--- src/rtl/uart_tx_param.sv ---
// uart_tx_param: parametrised UART transmitter with valid/ready input and registered TxD
//   clk      : system clock, rising edge
//   reset    : asynchronous active-low reset
//   tx_data  : word to send, sampled on handshake
//   tx_valid : tx_data is valid
//   tx_ready : word accepted this cycle (IDLE, or last cycle of last stop bit)
//   TxD      : serial line, idle high
//   busy     : a frame is in progress
module uart_tx_param #(
    parameter int CLK_DIV   = 5208,
    parameter int DATA_BITS = 8,
    parameter int PARITY    = 0,
    parameter int STOP_BITS = 1
) (
    input  logic                 clk,
    input  logic                 reset,
    input  logic [DATA_BITS-1:0] tx_data,
    input  logic                 tx_valid,
    output logic                 tx_ready,
    output logic                 TxD,
    output logic                 busy
);
    localparam int BW = $clog2(CLK_DIV);
    localparam logic [BW-1:0] BAUD_LAST = BW'(CLK_DIV - 1);

    typedef enum logic [2:0] {S_IDLE, S_START, S_DATA, S_PAR, S_STOP} state_t;

    state_t               r_state, w_next;
    logic [BW-1:0]        r_baud;
    logic [3:0]           r_bit;
    logic [DATA_BITS-1:0] r_shift;
    logic                 r_par, r_txd;
    logic                 w_tick, w_data_last, w_stop_last, w_accept;

    assign w_tick      = r_baud == BAUD_LAST;
    assign w_data_last = w_tick && r_bit == 4'(DATA_BITS - 1);
    assign w_stop_last = w_tick && r_bit == 4'(STOP_BITS - 1);
    assign tx_ready    = r_state == S_IDLE || (r_state == S_STOP && w_stop_last);
    assign w_accept    = tx_valid && tx_ready;
    assign busy        = r_state != S_IDLE;
    assign TxD         = r_txd;

    always_comb begin
        w_next = r_state;
        case (r_state)
            S_IDLE:  if (w_accept) w_next = S_START;
            S_START: if (w_tick) w_next = S_DATA;
            S_DATA:  if (w_data_last) w_next = (PARITY != 0) ? S_PAR : S_STOP;
            S_PAR:   if (w_tick) w_next = S_STOP;
            S_STOP:  if (w_stop_last) w_next = w_accept ? S_START : S_IDLE;
            default: w_next = S_IDLE;
        endcase
    end

    // TxD is driven from the current state, so the line lags the state by one
    // cycle: a handshake at edge N shows the start bit from edge N+1.
    always_ff @(posedge clk or negedge reset) begin
        if (!reset) begin
            r_state <= S_IDLE;
            r_baud  <= '0;
            r_bit   <= '0;
            r_shift <= '0;
            r_par   <= 1'b0;
            r_txd   <= 1'b1;
        end else begin
            r_state <= w_next;
            r_baud  <= (r_state == S_IDLE || w_tick) ? '0 : r_baud + 1'b1;
            r_bit   <= (w_next != r_state) ? '0 : w_tick ? r_bit + 1'b1 : r_bit;
            if (w_accept) begin
                r_shift <= tx_data;
                r_par   <= ^tx_data ^ (PARITY == 1);
            end else if (r_state == S_DATA && w_tick) begin
                r_shift <= r_shift >> 1;
            end
            r_txd <= r_state == S_START ? 1'b0 :
                     r_state == S_DATA  ? r_shift[0] :
                     r_state == S_PAR   ? r_par : 1'b1;
        end
    end
endmodule

--- config.mk ---
export PLATFORM = sky130hd
export DESIGN_NAME = uart_tx_param
export DESIGN_NICKNAME = d
export VERILOG_FILES = /design/src/rtl/uart_tx_param.sv
export SDC_FILE = /design/constraint.sdc
export NUM_CORES = 1
export LEC_CHECK = 0
export CORE_MARGIN = 8
export CORE_UTILIZATION = 55
export DETAILED_ROUTE_END_ITERATION = 8
export GPL_TIMING_DRIVEN = 0
export PLACE_DENSITY = 0.76
export REMOVE_ABC_BUFFERS = 1
export SLEW_MARGIN = 40
export SYNTH_ARGS = -nofsm -noshare
export SYNTH_HDL_FRONTEND = slang
export SYNTH_SLANG_ARGS = --single-unit
--- constraint.sdc ---
create_clock -name clk -period 2.2 [get_ports clk]
set_input_delay 0.44 -clock clk [delete_from_list [all_inputs] [get_ports clk]]
set_output_delay 0.44 -clock clk [all_outputs]
set_load 0.1 [all_outputs]
# Word level (Yosys, flattened, before mapping)
# Index checks and enable logic that the tools add are counted.
# W data, S select, Z words.
# classes
n_addsub,2
eq_ne,7
mux,15
n_reduce_logical,13
# op_table
operator,n
$mux W8,2
$mux W3,5
$pmux W3 S5,1
$add A13 B1 Y13 const B,1
$eq A13 B13 Y1 const B,1
$mux W13,1
$mux W4,2
$reduce_xor A8 Y1,1
$eq A3 B2 Y1 const B,2
$logic_and A1 B1 Y1,5
$add A4 B1 Y4 const B,1
$eq A4 B3 Y1 const B,1
$logic_not A4 Y1,1
$mux W1,4
$reduce_bool A2 Y1,2
$eq A3 B1 Y1 const B,1
$eq A3 B3 Y1 const B,1
$logic_not A3 Y1,1
$ne A3 B3 Y1,1
$reduce_bool A3 Y1,1
$logic_or A1 B1 Y1,2
# totals
reg_bits,30
inputBits,11
out_inout_bits,3
wordCells,43

# Longest topological paths before layout
# depth
word_depth,10
mapped_depth,8
mapped_depth_nobuf,6

# Worst setup path after synthesis
# OpenSTA, ideal clock, no wires.
# synth_path
path_kind,reg-to-output
from,reg r_bit[0]
to,out tx_ready
t_arrival_ns,2.426
required_ns,1.760
path_slack_ns,-0.666
path_stages_with_launch,6
path_cell_list,dfrtp_1 -> inv_1 -> ha_1 -> nor3b_1 -> a41oi_2 -> nor2_1
# synth_between
elab_chain_len,4
# synth_rtl
item,line,source
from (decl),30,logic [3:0] r_bit;
from (signal assigned),68,r_bit <= (w_next != r_state) ? '0 : w_tick ? r_bit + 1'b1 : r_bit;
$logic_not A4 Y1,37,assign w_stop_last = w_tick && r_bit == 4'(STOP_BITS - 1);
$logic_and A1 B1 Y1,37,
$logic_and A1 B1 Y1,38,assign tx_ready = r_state == S_IDLE || (r_state == S_STOP && w_stop_last);
$logic_or A1 B1 Y1,38,
to (decl),19,"output logic tx_ready,"
# Every way passes these cells.

# Worst setup path in the final report
# Same ends and word-level chain as after synthesis.

==> qor.yml <==
status:
  status: "complete, no violations"
drt:
  drc_errors: 0
  wl_per_cell_um: 15.10
  antenna_violating_nets_post_route: 0
  routed-via-count: 1251
  vias_per_cell: 5.819
  routed_wirelength_mm: 3.247
  detailedRoute.firstIterationViolations: 93
  firstDrtPassIters: 4
clocking:
  post_cts_hold_buffer_count: 0
  cts_tree: "done"
  clock_path_buffers: 2
  clock_sink_count: 30
  total_clock_buffers_created_by_cts: 5
  ctsHtreeMaxLevel: 2
  worst_setup_hold_path_clk_slew_ps: 100
  clock_tree.root_cell: "clkbuf_4"
  clk-insertion-delay-late_ps: 330
floorplanning:
  start_util: 0.5622
  num_rows: 20
  pin_count: 14
  standard_cell_core_area_um2: 2978
  fp.dieArea_um2: 5065
  die_y_um: 71.17
  floorplan.die.width_um: 71.17
power:
  power.leakage_nw: 0.8749
  sw_frac_of_total: 0.2396
  peakVddDrop_v: 0.0004210
  power_per_cell_area_nw_per_um2: 490.6
  clock_power_share: 0.329
  relative_contribution_of_sequential_cells_to_total_power: 0.595
  power.switching_uw: 228.1
  fin_total_pwr_uw: 952.1
  p_int_uw: 724.0
  combinationalPowerShare: 0.076
critical_path:
  worst-endpoint-required_ps: 1760
  r2r-end: "r_shift[6]"
  r2r_slack_ps: 100
  end_kind: "primary output"
  cp_slowest_cell: "dfrtp_1"
  reg2regPathDepth: 6
  cp-start-kind: "register"
  critPathMaxFanout: 2
  crit_path_cell_trace: "inv_1, ha_1, nor3b_4, a41oi_2, nor2_2, buf_12"
  worstPathArrival_ps: 1720
  critical_path.max_stage_delay_ps: 400
  setup.worst_path.class: "register to primary output"
  regToRegStartpoint: "r_baud[11]"
placement:
  gp_congestion: 0.7968
  place_hpwl_mm: 2.254
  port_buffers: 13
  dpl.cell_count: 200
sta:
  setup_total_negative_slack_ps: 0
  count_of_final_setup_violators: 0
  hold_ws_ps: 127.7
  finalCriticalPeriod_ps: 2156
  hold_viol: 0
  timing.clock.skew_ps: 12.94
  max-slew-margin-rel: 0.5674
  slew_viol_final: 0
  unrepaired_setup_endpoints_after_global_routing: "yes"
  max_clock_freq_ghz: 0.4637
  tightestPinTransition_ps: 649.0
  final_min_period_over_clock_period: 0.9802
yosys:
  synthesis.yosys.warnings: 0
  synth_top_flop_cell: "dfrtp_1"
  synthTopCellsByArea: "dfrtp_1, mux2_2, xnor2_1, xor2_1, nor2_1"
  synth_cells: 161
  syn-mean-instance-area_um2: 10.40
  synth_cell_type_count: 43
  number_of_enable_flip_flop_cells_after_synthesis: 0
  synth-seq-area-share: 0.4492
  ys_ff_latch: 30
  netlist.top_cell.by_area: "dfrtp_1"
  synth-async-reset-ratio: 1.000
  netlist_area_um2: 1674
  synth_top_cell_area_share: 0.4335
global_routing:
  number_of_antenna_violations_at_the_first_check_in_global_routing: 0
  number_of_global_route_vias_before_repair: 1233
  grt_pass1_wl_mm: 5.409
  gr-total-overflow: 0
  grt_use_total: 0.1357
  grt_max_degree: 31
finish:
  mostFrequentLayoutCells: "dfrtp_1, nor2_1, xnor2_1, mux2_2"
  final_design_utilization: 0.6517
  multi_input_comb_area_um2: 888.4
  layout.nets: 195
  drive_gt1_frac: 0.2473
  layout-area-overhead-vs-synth_pct: 15.92
  finish.cell_count_without_fillers: 215
  insertedDiodeCount: 0
  fillCellCount: 248
  area.sequential_um2: 752.0
  layout_commonest_cell: "dfrtp_1"
run:
  drv.max_cap_violation_count: 0
worst_hold_path:
  timing.hold.worst.class: "input port to async pin"
cell usage after synthesis, types with 3 or more instances:
cell type   n
xnor2_1    10
ha_1        3
mux2_2     10
inv_1       8
xor2_1      9
nor3_1      6
nand2_1     9
nor2_1     13
nand3_1     8
nand4_1     3
o22ai_1     3
a21oi_1     3
clkbuf_1    3
mux2i_1     3
nor3b_1     4
and3_1      5
o21ai_0     4
dfrtp_1    29
worst max path at each step:
stage | startpoint | to | slack, ps | cells past startpoint
2_1_floorplan | r_bit[0] | tx_ready | -670 | 5
3_3_place_gp | r_bit[0] | tx_ready | -850 | 6
3_5_place_dp | r_bit[0] | tx_ready | -180 | 6
4_1_cts | r_baud[0] | tx_ready | 4 | 5
5_1_grt | r_bit[0] | tx_ready | -50 | 6
6_report | r_bit[0] | tx_ready | 40 | 6
critical path: cells and delay by family (launching register included):
| kind | cells | cell delay, ps |
|---|---|---|
| and+or+nand+nor | 2 | 380 |
| buffers and inverters | 2 | 270 |
| adders and majority gates | 1 | 170 |
| AOI/OAI and AO/OA | 1 | 170 |
| DFF | 1 | 400 |
final cells by class:
type                       instances  share of cell area
multi-input combinational        116              0.4578
sequential                        30              0.3875
timing repair buffer              20             0.09155
clock buffer                       6             0.02128
tap                               33             0.02128
inverter                           8             0.01547
clock inverter                     2            0.005158
layer usage:
| layer | wire [um] | part of all wire | track usage |
|---|---|---|---|
| met1 | 1377 | 0.42 | 0.1470 |
| met2 | 1627 | 0.50 | 0.2296 |
| met3 | 178 | 0.055 | 0.04520 |
| met4 | 63 | 0.019 | 0.06928 |
| met5 | 0 | 0 | 0 |
cells by family after synthesis:
family,synth area share
simple gates,0.2205
flops,0.4492
compound gates,0.07624
buf+inv,0.03812
xor+xnor,0.09940
mux,0.09417
fa+ha+maj,0.02242
state kept, by name, summed over array words and instances, names as in the netlist:
register and flops:
r_state 3, r_baud 13, r_par 1, r_bit 4
TxD 1, r_shift 8
through the flow:
stage                     instance area (um^2)  worst slack (ps)
final                                     1941             43.53
after global routing                      1941            -53.66
after CTS                                 1917             3.611
after detailed placement                  1792            -183.5
after global placement                    1812            -852.1
after floorplan                           1640            -665.6
power by group through the flow:
stage | combinational (mW) | sequential [mW] | clock, mW
2_1_floorplan | 0.0369 | 0.575 | 0
3_3_place_gp | 0.0698 | 0.576 | 0
3_5_place_dp | 0.0742 | 0.578 | 0
4_1_cts | 0.0743 | 0.567 | 0.316
5_1_grt | 0.0814 | 0.568 | 0.333
6_report | 0.0722 | 0.567 | 0.313
repair_timing:
item,4_1_cts,5_1_grt
gates resized for setup,6,6
setup buffers,7,0
pin swaps,4,1
setup endpoints to repair,9,11
cloned,0,0
No activity file was read; power rests on OpenSTA's default activity.
